===== src/rtl/axi3_arb_pkg.sv =====
// Shared types for the two-master AXI3 write arbiter.
// Struct widths follow the default DATAWIDTH=32 / SIZE=3 build.
package axi3_arb_pkg;

    localparam int ARB_DW   = 32;
    localparam int ARB_SIZE = 3;
    localparam int ADDR_W   = 32;
    localparam int LEN_W    = ARB_DW / 8;
    localparam int ID_W     = ARB_DW / 8;
    localparam int STRB_W   = ARB_DW / 8;
    localparam int BURST_W  = ARB_SIZE - 1;

    typedef struct packed {
        logic [ADDR_W-1:0]   addr;
        logic [LEN_W-1:0]    len;
        logic [ARB_SIZE-1:0] size;
        logic [BURST_W-1:0]  burst;
        logic [ID_W-1:0]     id;
    } aw_t;

    typedef struct packed {
        logic [ARB_DW-1:0] data;
        logic [STRB_W-1:0] strb;
        logic              last;
    } w_t;

    typedef enum logic [1:0] {
        IDLE,
        ADDR,
        DATA,
        RESP
    } state_e;

    localparam logic [1:0] OKAY   = 2'b00;
    localparam logic [1:0] SLVERR = 2'b10;

endpackage


===== src/rtl/rr_pick2.sv =====
// Two-way round-robin picker.
// ptr names the requester that wins a tie.
module rr_pick2 (
    input  logic [1:0] req,
    input  logic       ptr,
    output logic [1:0] win
);

    // A lone requester wins outright; a tie goes to ptr.
    always_comb begin
        win = req;
        if (&req) begin
            win = ptr ? 2'b10 : 2'b01;
        end
    end

endmodule


===== src/rtl/axi3_write_arbiter.sv =====
// Two-master AXI3 write arbiter.
// One owner holds AW, all W beats and B end to end.
module axi3_write_arbiter
    import axi3_arb_pkg::*;
#(
    parameter int DATAWIDTH = 32,
    parameter int SIZE      = 3
) (
    input  logic       clk,
    input  logic       rst,
    input  logic [1:0] m_awvalid,
    output logic [1:0] m_awready,
    input  aw_t  [1:0] m_aw,
    input  logic [1:0] m_wvalid,
    output logic [1:0] m_wready,
    input  w_t   [1:0] m_w,
    output logic [1:0] m_bvalid,
    input  logic [1:0] m_bready,
    output logic [1:0] m_bresp,
    output logic       s_awvalid,
    input  logic       s_awready,
    output aw_t        s_aw,
    output logic       s_wvalid,
    input  logic       s_wready,
    output w_t         s_w,
    input  logic       s_bvalid,
    output logic       s_bready,
    input  logic [1:0] s_bresp,
    output logic [1:0] grant
);

    localparam int CNT_W = DATAWIDTH / 8;

    state_e           state_q;
    logic [1:0]       grant_q;
    logic             ptr_q;
    logic [CNT_W-1:0] beat_q;

    logic [1:0] win;
    logic       gidx;
    aw_t        aw_sel;

    assign grant  = grant_q;
    assign gidx   = grant_q[1];
    assign aw_sel = m_aw[gidx];

    rr_pick2 u_pick (
        .req (m_awvalid),
        .ptr (ptr_q),
        .win (win)
    );

    // Route the owner's channels to the slave for the current phase only.
    always_comb begin
        m_awready    = '0;
        m_wready     = '0;
        m_bvalid     = '0;
        m_bresp      = OKAY;
        s_awvalid    = 1'b0;
        s_wvalid     = 1'b0;
        s_bready     = 1'b0;
        s_aw.addr    = aw_sel.addr;
        s_aw.len     = aw_sel.len[CNT_W-1:0];
        s_aw.size    = aw_sel.size[SIZE-1:0];
        s_aw.burst   = aw_sel.burst[SIZE-2:0];
        s_aw.id      = aw_sel.id[CNT_W-1:0];
        s_w          = m_w[gidx];
        s_w.last     = (beat_q == '0);
        unique case (state_q)
            ADDR: begin
                s_awvalid       = m_awvalid[gidx];
                m_awready[gidx] = s_awready;
            end
            DATA: begin
                s_wvalid       = m_wvalid[gidx];
                m_wready[gidx] = s_wready;
            end
            RESP: begin
                m_bvalid[gidx] = s_bvalid;
                m_bresp        = s_bresp;
                s_bready       = m_bready[gidx];
            end
            default: begin
            end
        endcase
    end

    // Ownership FSM: arbitrate, pass AW, count W beats, wait for B.
    always_ff @(posedge clk or posedge rst) begin
        if (rst) begin
            state_q <= IDLE;
            grant_q <= '0;
            ptr_q   <= 1'b0;
            beat_q  <= '0;
        end else begin
            unique case (state_q)
                IDLE: begin
                    if (|m_awvalid) begin
                        grant_q <= win;
                        state_q <= ADDR;
                    end
                end
                ADDR: begin
                    if (s_awvalid && s_awready) begin
                        beat_q  <= s_aw.len;
                        state_q <= DATA;
                    end
                end
                DATA: begin
                    if (s_wvalid && s_wready) begin
                        if (beat_q == '0) begin
                            state_q <= RESP;
                        end else begin
                            beat_q <= beat_q - 1'b1;
                        end
                    end
                end
                RESP: begin
                    if (s_bvalid && s_bready) begin
                        ptr_q   <= ~gidx;
                        grant_q <= '0;
                        state_q <= IDLE;
                    end
                end
                default: begin
                    state_q <= IDLE;
                end
            endcase
        end
    end

endmodule


===== config.mk =====
export PLATFORM = sky130hd
export DESIGN_NAME = axi3_write_arbiter
export DESIGN_NICKNAME = d
export VERILOG_FILES = /design/src/rtl/axi3_arb_pkg.sv /design/src/rtl/rr_pick2.sv /design/src/rtl/axi3_write_arbiter.sv
export SDC_FILE = /design/constraint.sdc
export NUM_CORES = 1
export LEC_CHECK = 0
export CORE_AREA = 2 2 104 106
export CTS_CLUSTER_DIAMETER = 80
export CTS_CLUSTER_SIZE = 25
export DETAILED_ROUTE_END_ITERATION = 16
export DIE_AREA = 0 0 106 108
export MAX_ROUTING_LAYER = met4
export PLACE_DENSITY_LB_ADDON = 0.3
export SLEW_MARGIN = 10
export SYNTH_ARGS = -nofsm -noshare
export SYNTH_HDL_FRONTEND = slang
export SYNTH_HIERARCHICAL = 1
export SYNTH_SLANG_ARGS = --single-unit

===== constraint.sdc =====
create_clock -name clk -period 2.77 [get_ports clk]
set_clock_uncertainty 0.05 [all_clocks]
set_input_delay 0.554 -clock clk [delete_from_list [all_inputs] [get_ports clk]]
set_output_delay 0.554 -clock clk [all_outputs]
set_load 0.02 [all_outputs]

==> impl_metrics.py, run 1 <==
metrics = {
    "floorplanning": {
        "fp.dieH_um": 108,
        "core_sq_mm": 0.0102,
        "die-area_sq_mm": 0.0114,
        "initial_core_util_pct": 17.3,
        "num_io_pins": 272,
        "rows": 37,
        "dieWidth_um": 106,
    },
    "logic_synthesis": {
        "synth_top_area_share_pct": 41.9,
        "synthXorXnorAreaFrac_pct": 0,
        "syn_area_sq_mm": 0.00177,
        "synth_area_leaders": "mux2_2 42%, dfrtp_1 13%, mux2_1 9.5%",
        "synth-compound-area-share_pct": 11.2,
        "yosys_warnings": 6,
        "synth_cells": 186,
        "ys_seq_elements": 9,
        "synth_fa_ha_area_share_pct": 4.23,
        "ys_seq_area_share_pct": 12.7,
        "ys_types": 36,
        "avgSynthCellArea_sq_um": 9.54,
        "synth-simple-area-share_pct": 11.3,
        "netlist.top_cell.by_area": "mux2_2",
        "syn_nets": 369,
        "muxShareOfSynthArea_pct": 54.7,
        "synth_top_family_by_area": "multiplexers",
    },
    "timing": {
        "worstMarginPinSlew_ns": 0.370,
        "clock.fmax_mhz": 382,
        "fin_tns_setup_ns": 0,
        "timing.final.ws_setup_ns": 0.152,
        "setup_viol": 0,
        "max_slew_margin_pct": 75.3,
        "period_needed_ns": 2.62,
        "grt_setup_unrepaired": "no",
        "whs_ns": 0.509,
        "hold_viol": 0,
        "fin_crit_sh_pct": 94.5,
        "final_max_slew_viol_count": 0,
    },
    "detailed_routing": {
        "drc": 0,
        "wl_per_cell_um": 16.0,
        "vias_per_cell": 4.32,
        "ant_nets": 0,
        "vias": 2533,
        "drtIter0Drc": 87,
        "dr.pass1.iters": 4,
        "wirelength_mm": 9.38,
    },
    "pwr": {
        "p_per_area_mw_per_mm2": 617,
        "vdd_ir_drop_max_uv": 256,
        "fin_total_pwr_mw": 2.88,
        "p_leak_nw": 1.78,
    },
    "placement": {
        "dp_slack_ns": 0.169,
        "io_buffers": 269,
        "dp_hpwl_mm": 8.31,
        "postPlaceCellArea_sq_mm": 0.00463,
        "gp_congestion": 0.795,
        "dp.cells": 583,
    },
    "critical_path": {
        "critical_path_class": "reg -> out",
        "timing.rr.start": "grant[1]",
        "cp-end-kind": "primary output",
        "max_stage_delay_ns": 0.55,
        "arrival_ns": 2.01,
        "slowest_stage": "dfrtp_4",
        "r2r_slack_ns": 0.97,
        "cp_data_required_time_ns": 2.17,
        "crit_buf_inv": 2,
        "cp_cell_sequence": "buf_12, mux2_2, clkdlybuf4s50_1",
        "crit_start": "grant[1]",
        "critPathTopFamily": "buffers and inverters",
        "crit_path_start_kind": "flip-flop",
        "critPathMaxFanout": 42,
    },
    "finish": {
        "layout-drive-gt1-share_pct": 18.0,
        "areaGrowthSynthToFinish_pct": 164,
        "layout.cells.non_filler": 587,
        "design_area_sq_mm": 0.00468,
        "num-nets-final": 635,
        "diodes": 0,
        "finish.utilization_pct": 45.7,
    },
    "clock_tree": {
        "cts.sinks": 9,
        "post_cts.repair.setup_buffers": 0,
        "cts_root_buffer": "clkbuf_8",
        "path_clk_slew_ns": 0.05,
        "htreeDepth": 1,
        "cts_hold_buf": 0,
        "clock_latency_ns": 0.24,
        "clk_path_buf_depth": 2,
        "cts_tree": "built",
        "cts_buffers": 3,
        "cts_resized": 0,
    },
    "grt": {
        "grt-ovfl-total": 0,
        "grt_max_degree": 43,
        "globalRouteTotalUtil_pct": 15.0,
        "grt_pass1_vias": 2610,
        "grt_pass1_wl_mm": 13.3,
        "antenna_found_initial": 0,
    },
    "run_status": {
        "status": "finished, final reports clean",
    },
    "hold_path": {
        "hold_path_class": "reg -> reg",
        "hp-start": "beat_q[1]",
    },
    "job": {
        "maxCapViolCount": 0,
    },
}
[state kept, by name, indices dropped and copies added, names as in the netlist]
signal / flops
beat_q: 4
grant: 2
ptr_q: 1
state_q: 2
[cells in the mapped netlist (all sizes together)]
master	number
a2111oi	1
a21boi	2
a21o	1
a21oi	1
a22o	5
a311oi	1
a31oi	1
and2	3
and3	3
and4	1
buf	11
clkbuf	2
dfrtp	9
ha	6
inv	9
mux2	81
mux2i	5
nand2	8
nand2b	3
nand3	4
nor2	10
nor2b	4
nor3	2
nor3b	1
o211a	1
o21ai	6
o22ai	1
o32a	1
o32ai	1
o41ai	2
[routing by layer]
layer | vias to the layer above | GRT usage, % | routed length (um)
met1 | 1133 | 14.4 | 3160
li1 | 1214 | - | -
met2 | 175 | 30.6 | 5210
met4 | 0 | 2.82 | 115
met3 | 11 | 3.44 | 898
met5 | - | - | 0
[power breakdown]
part	switching, mW	internal, mW	total (mW)
combinational	1.12	1.33	2.45
clock	0.0572	0.101	0.158
sequential	0.0841	0.192	0.276
total	1.26	1.62	2.88
[cell families (layout without fill, tap and decap cells)]
kind of cell / count (synthesis) / after routing
muxes: 86 / 86
buffers and inverters: 22 / 287
AOI/OAI and AO/OA: 24 / 24
adders and majority gates: 6 / 6
and+or+nand+nor: 39 / 39
DFF: 9 / 9
[worst register-to-register path, cell delays in order (launching register included)]
cell	delay, ns
dfrtp_4	0.55
buf_12	0.26
mux2_1	0.41
o41ai_1	0.28
a311oi_1	0.10
[final timing paths]
kind / endpoint / cells past startpoint
max: s_aw[4] / 3
min: beat_q[1] / 2
min reg2reg: beat_q[1] / 2
max in group asynchronous: grant[1] / 2
max reg2reg: beat_q[2] / 4
min in group asynchronous: beat_q[0] / 2
[layout make-up]
cell class	instances	area (sq um)
tap	136	170
fill	988	5550
clock buffer	4	45.0
sequential	9	229
inverter	9	33.8
multi-input combinational	155	1440
timing repair buffer	274	2760
[cells in the final DEF, fill, tap and decap left out, drive strengths merged, types with 2 or more instances in the layout]
cell and count:
clkdlybuf4s50 269, mux2 81, nor2 10, inv 9, dfrtp 9, nand2 8, ha 6, o21ai 6
a22o 5, mux2i 5, buf 5, nor2b 4, nand3 4, clkbuf 4, nand2b 3, and2 3
and3 3, nor3 2, a21boi 2, o41ai 2
No activity file was read; power rests on OpenSTA's default activity.
==> run 2: changes to the inputs <==
Settings changed: ABC_AREA set to 1, GPL_TIMING_DRIVEN set to 0.
==> impl_metrics.py, run 2 <==
metrics = {
    "detailed_routing": {
        "vias": 3231,
        "drc": 0,
        "dr.pass1.iters": 6,
        "drtIter0Drc": 215,
        "ant_nets": 0,
        "wl_per_cell_um": 14.4,
        "vias_per_cell": 4.10,
        "wirelength_mm": 11.3,
    },
    "timing": {
        "timing.final.ws_setup_ns": 0.106,
        "worstMarginPinSlew_ns": 0.378,
        "setup_viol": 0,
        "grt_setup_unrepaired": "no",
        "fin_tns_setup_ns": 0,
        "max_slew_margin_pct": 74.7,
        "final_max_slew_viol_count": 0,
        "period_needed_ns": 2.66,
        "clock.fmax_mhz": 375,
        "hold_viol": 0,
        "fin_crit_sh_pct": 96.2,
    },
    "finish": {
        "largest-register": "beat_q",
        "areaGrowthSynthToFinish_pct": 158,
        "diodes": 0,
        "mostFrequentLayoutCell": "nand2_1",
        "num-nets-final": 837,
        "layout-drive-gt1-share_pct": 6.43,
        "largest_register_ffs": 4,
        "layout_common_cells": "274 x nand2_1, 261 x clkdlybuf4s50_1, 18 x inv_1",
        "fillers": 1028,
    },
    "placement": {
        "dp_slack_ns": 0.180,
        "gp_congestion": 0.858,
        "io_buffers": 269,
        "dp_hpwl_mm": 9.54,
    },
    "logic_synthesis": {
        "async_reset_ff_share_pct": 100,
        "ys_seq_area_share_pct": 12.1,
        "synth_most_common_cell": "nand2_1",
        "syn_area_sq_mm": 0.00186,
        "synth_area_leaders": "nand2_1 55%, dfrtp_1 12%, buf_2 4.6%",
        "avgSynthCellArea_sq_um": 4.89,
        "netlist.top_cell.by_area": "nand2_1",
        "synthTopCellsByCount": "274 x nand2_1, 18 x inv_1, 17 x buf_2, 12 x nand3_1, 9 x dfrtp_1",
        "ys_seq_elements": 9,
        "synth_top_area_share_pct": 55.4,
        "synth_cells": 380,
        "synth_flop_cell": "dfrtp_1",
        "ys_types": 26,
        "yosys_warnings": 6,
        "syn_nets": 563,
        "synth_edf_count": 0,
    },
    "grt": {
        "grt-busiest-layer": "met2",
        "grt-ovfl-total": 0,
        "global_route.usage.met3_pct": 5.55,
        "grt_pass1_wl_mm": 16.5,
        "use_met2_pct": 33.3,
        "grt_use_met1_pct": 20.5,
        "antenna_found_initial": 0,
        "grt_pass1_vias": 3120,
        "grt_max_degree": 11,
        "globalRouteTotalUtil_pct": 18.6,
    },
    "floorplanning": {
        "initial_core_util_pct": 18.1,
        "die-area_sq_mm": 0.0114,
        "rows": 37,
        "num_io_pins": 272,
        "fp.dieH_um": 108,
        "dieWidth_um": 106,
        "core_sq_mm": 0.0102,
    },
    "critical_path": {
        "critical_path_class": "reg -> out",
        "cp-end-kind": "primary output",
        "worstRegToRegCells": 7,
        "crit_path_start_kind": "flip-flop",
        "cp_data_required_time_ns": 2.17,
        "slowest_stage": "clkdlybuf4s50_1",
        "critPathMaxFanout": 10,
        "arrival_ns": 2.06,
        "r2r_slack_ns": 1.23,
        "max_stage_delay_ns": 0.63,
        "crit-reg2reg-capture": "beat_q[0]",
        "cp_cell_sequence": "inv_1, ha_1, inv_2, buf_2, a21oi_1, clkdlybuf4s50_1",
        "timing.rr.start": "state_q[1]",
    },
    "clock_tree": {
        "clk_path_buf_depth": 2,
        "htreeDepth": 1,
        "cts_buffers": 3,
        "post_cts.repair.setup_buffers": 0,
        "cts_hold_buf": 0,
        "path_clk_slew_ns": 0.04,
        "clock_latency_ns": 0.23,
        "cts.sinks": 9,
        "cts_tree": "built",
        "cts_root_buffer": "clkbuf_8",
    },
    "pwr": {
        "fin_total_pwr_mw": 3.33,
        "p_per_area_mw_per_mm2": 695,
        "vdd_ir_drop_max_uv": 529,
        "p_leak_nw": 2.39,
    },
    "hold_path": {
        "hold_path_depth": 2,
        "hp-start": "beat_q[3]",
        "hold_path_class": "reg -> reg",
        "holdPathEnd": "beat_q[3]",
    },
    "job": {
        "maxCapViolCount": 0,
    },
    "run_status": {
        "status": "finished, final reports clean",
    },
}
run 2: changes by cell type after synthesis, moves of 6 or more:
cell / change
buf_2: +8
nand2_1: +266
inv_1: +9
mux2_1: -15
nand2_2: +6
mux2_2: -66
nand3_1: +8
nor2_1: -8
run 2: worst max-delay path by stage:
stage                            start           to  slack [ns]  cells after the start
after floorplan             state_q[0]  m_wready[0]        0.72                      5
after global placement    m_awvalid[1]    s_awvalid        0.18                      4
after detailed placement  m_awvalid[1]    s_awvalid        0.18                      4
after CTS                     grant[1]      s_w[33]       0.003                      6
after global routing        state_q[0]     s_wvalid       0.003                      6
final                       state_q[0]     s_wvalid        0.11                      6
run 2: metrics by stage:
step	util [%]	hold slack, ns	cells	area (sq um)
2_1_floorplan	-	0.332	380	1860
3_3_place_gp	46.1	0.432	785	4720
3_5_place_dp	46.1	0.441	785	4720
4_1_cts	46.6	0.455	789	4770
5_1_grt	46.8	0.492	789	4790
6_report	46.8	0.454	789	4790
run 2: cells by family (layout without fill, tap and decap cells):
kind of cell             after synthesis  in the layout  share of synthesized area [%]
AO/OA/AOI/OAI                         17             17                           6.47
XOR/XNOR                               1              1                          0.472
adder cells (fa/ha/maj)                6              6                           4.04
buffers and inverters                 40            313                           10.8
flip-flops                             9              9                           12.1
AND/OR/NAND/NOR                      307            307                           66.0
run 2: metal layers:
metal  wire length (um)  part of all wire, %
met4                209                  1.8
met3               1070                  9.4
met1               4430                   39
met5                  0                    0
met2               5640                   50
run 2: final cells by class:
type	instances	area (sq um)	share of cell area, %
plain buffers	20	129	2.69
clock buffers	4	45.0	0.940
inverters	20	82.6	1.72
multi-input cells	331	1430	29.9
flip-flops and latches	9	225	4.70
well taps	136	170	3.55
repair buffers	269	2710	56.5
run 2: repair_timing:
| item | in CTS | in global routing |
|---|---|---|
| gates cloned | 0 | 0 |
| endpoints found under the hold margin | 0 | 0 |
| endpoints found under the setup margin | 4 | 24 |
| resized for setup | 2 | 10 |
run 2: power breakdown:
| part | internal [mW] | total [mW] | switching, mW |
|---|---|---|---|
| Combinational | 1.31 | 2.92 | 1.62 |
| Clock | 0.100 | 0.153 | 0.0529 |
| Sequential | 0.198 | 0.252 | 0.0533 |
| Total | 1.60 | 3.33 | 1.73 |
run 2: critical path, delay by kind of cell (launching register included):
family | cells | cell delay (ns)
buffers and inverters | 4 | 0.99
flip-flops | 1 | 0.41
adder cells (fa/ha/maj) | 1 | 0.27
AO/OA/AOI/OAI | 1 | 0.16
==> run 3: changes to the inputs <==
Settings changed: CORE_AREA 2 2 104 106 to 2 2 105 107, DIE_AREA 0 0 106 108 to 0 0 107 109, DONT_BUFFER_PORTS set to 1.
==> impl_metrics.py, run 3 (synthesis gave the netlist of run 2 again) <==
metrics = {
    "placement": {
        "dp_hpwl_mm": 7.15,
        "io_buffers": 0,
        "postPlaceCellArea_sq_mm": 0.00203,
        "dp_slack_ns": 0.415,
        "gp_congestion": 0.834,
    },
    "floorplanning": {
        "fp.dieH_um": 109,
        "core_sq_mm": 0.0106,
        "die-area_sq_mm": 0.0117,
        "dieWidth_um": 107,
        "num_io_pins": 272,
        "rows": 38,
        "initial_core_util_pct": 17.5,
    },
    "clock_tree": {
        "cts.sinks": 9,
        "path_clk_slew_ns": 0.05,
        "cts_root_buffer": "clkbuf_8",
        "cts_tree": "built",
        "clk_path_buf_depth": 2,
        "post_cts.repair.setup_buffers": 0,
        "htreeDepth": 1,
        "cts_buffers": 3,
        "cts_resized": 0,
        "clock_latency_ns": 0.23,
        "cts_hold_buf": 0,
    },
    "critical_path": {
        "critPathMaxFanout": 10,
        "cp-end-kind": "primary output",
        "crit_path_start_kind": "flip-flop",
        "crit-reg2reg-capture": "beat_q[2]",
        "worstRegToRegCells": 7,
        "cp_common_cell": "buf_2",
        "cp_data_required_time_ns": 2.17,
        "arrival_ns": 1.95,
        "cp_cell_sequence": "buf_6, buf_2, buf_2, nor3_1",
        "crit_start": "grant[1]",
        "slowest_stage": "nor3_1",
        "timing.rr.start": "state_q[0]",
        "r2r_slack_ns": 1.17,
        "max_stage_delay_ns": 0.59,
        "critical_path_class": "reg -> out",
    },
    "timing": {
        "hold_viol": 0,
        "clock.fmax_mhz": 391,
        "grt_setup_unrepaired": "no",
        "max_slew_margin_pct": 55.8,
        "fin_tns_setup_ns": 0,
        "worstMarginPinSlew_ns": 0.658,
        "final_max_slew_viol_count": 0,
        "timing.final.ws_setup_ns": 0.214,
        "fin_crit_sh_pct": 92.3,
        "period_needed_ns": 2.56,
        "setup_viol": 0,
        "whs_ns": 0.142,
    },
    "grt": {
        "grt_pass1_vias": 1929,
        "grt_max_degree": 11,
        "globalRouteTotalUtil_pct": 12.4,
        "antenna_found_initial": 0,
        "grt_pass1_wl_mm": 10.7,
        "grt-ovfl-total": 0,
    },
    "finish": {
        "layout_common_cells": "274 x nand2_1, 18 x inv_1, 17 x buf_2",
        "largest-register": "beat_q",
        "mostFrequentLayoutCell": "nand2_1",
        "layout-drive-gt1-share_pct": 10.9,
        "num-nets-final": 568,
        "largest_register_ffs": 4,
        "fillers": 1257,
        "design_area_sq_mm": 0.00208,
        "areaGrowthSynthToFinish_pct": 11.9,
        "diodes": 0,
    },
    "detailed_routing": {
        "wl_per_cell_um": 15.6,
        "dr.pass1.iters": 5,
        "ant_nets": 0,
        "vias": 2330,
        "drtIter0Drc": 76,
        "vias_per_cell": 4.45,
        "wirelength_mm": 8.19,
        "drc": 0,
    },
    "pwr": {
        "seqPwrFrac_pct": 11.5,
        "p_int_mw": 0.755,
        "p_clk_share_pct": 6.6,
        "p_leak_nw": 1.26,
        "p_per_area_mw_per_mm2": 1120,
        "pwr-share-comb_pct": 81.9,
        "switching_share_pct": 67.6,
        "fin_total_pwr_mw": 2.33,
        "vdd_ir_drop_max_uv": 323,
        "p_switching_mw": 1.57,
    },
    "run_status": {
        "status": "finished, final reports clean",
    },
    "job": {
        "maxCapViolCount": 0,
    },
    "hold_path": {
        "hold_path_class": "in -> async",
    },
}
## run 3: how the worst max path moves through the flow
stage / end / slack [ns] / depth (start not counted)
floorplan: m_wready[0] / 0.72 / 5
global placement: m_wready[0] / 0.42 / 4
detailed placement: m_wready[0] / 0.42 / 4
CTS: m_wready[0] / 0.16 / 4
global route: m_wready[0] / 0.10 / 4
finish: m_wready[0] / 0.21 / 4
## run 3: through the flow
stage	instances	utilization, %
2_1_floorplan	380	-
4_1_cts	524	19.6
6_report	524	19.6
3_3_place_gp	520	19.2
3_5_place_dp	520	19.2
5_1_grt	524	19.6
## run 3: area by class of cell
type                       count  area [sq um]  share of cell area [%]
clock buffer                   4          45.0                    2.17
multi-input combinational    331          1430                    68.9
sequential                     9           225                    10.8
inverter                      20          82.6                    3.98
buffer                        20           119                    5.72
tap                          140           175                    8.43
## run 3: power groups by stage
stage	clock [mW]	combinational (mW)	sequential, mW
floorplan	0	1.58	0.255
global route	0.166	2.14	0.281
finish	0.154	1.91	0.269
detailed placement	0	1.93	0.272
CTS	0.158	1.94	0.270
global placement	0	1.91	0.271
## run 3: metal layers
metal,vias up,track usage [%],share of wire [%]
li1,1156,-,-
met1,1025,16.7,42
met2,149,20.2,48
met3,0,2.27,9.9
met4,0,1.11,0
met5,-,-,0
## run 3: critical path: cells and delay by family, from the launching register on
family        cells  cell delay (ns)
buf+inv           3             0.66
simple gates      1             0.59
flops             1             0.47
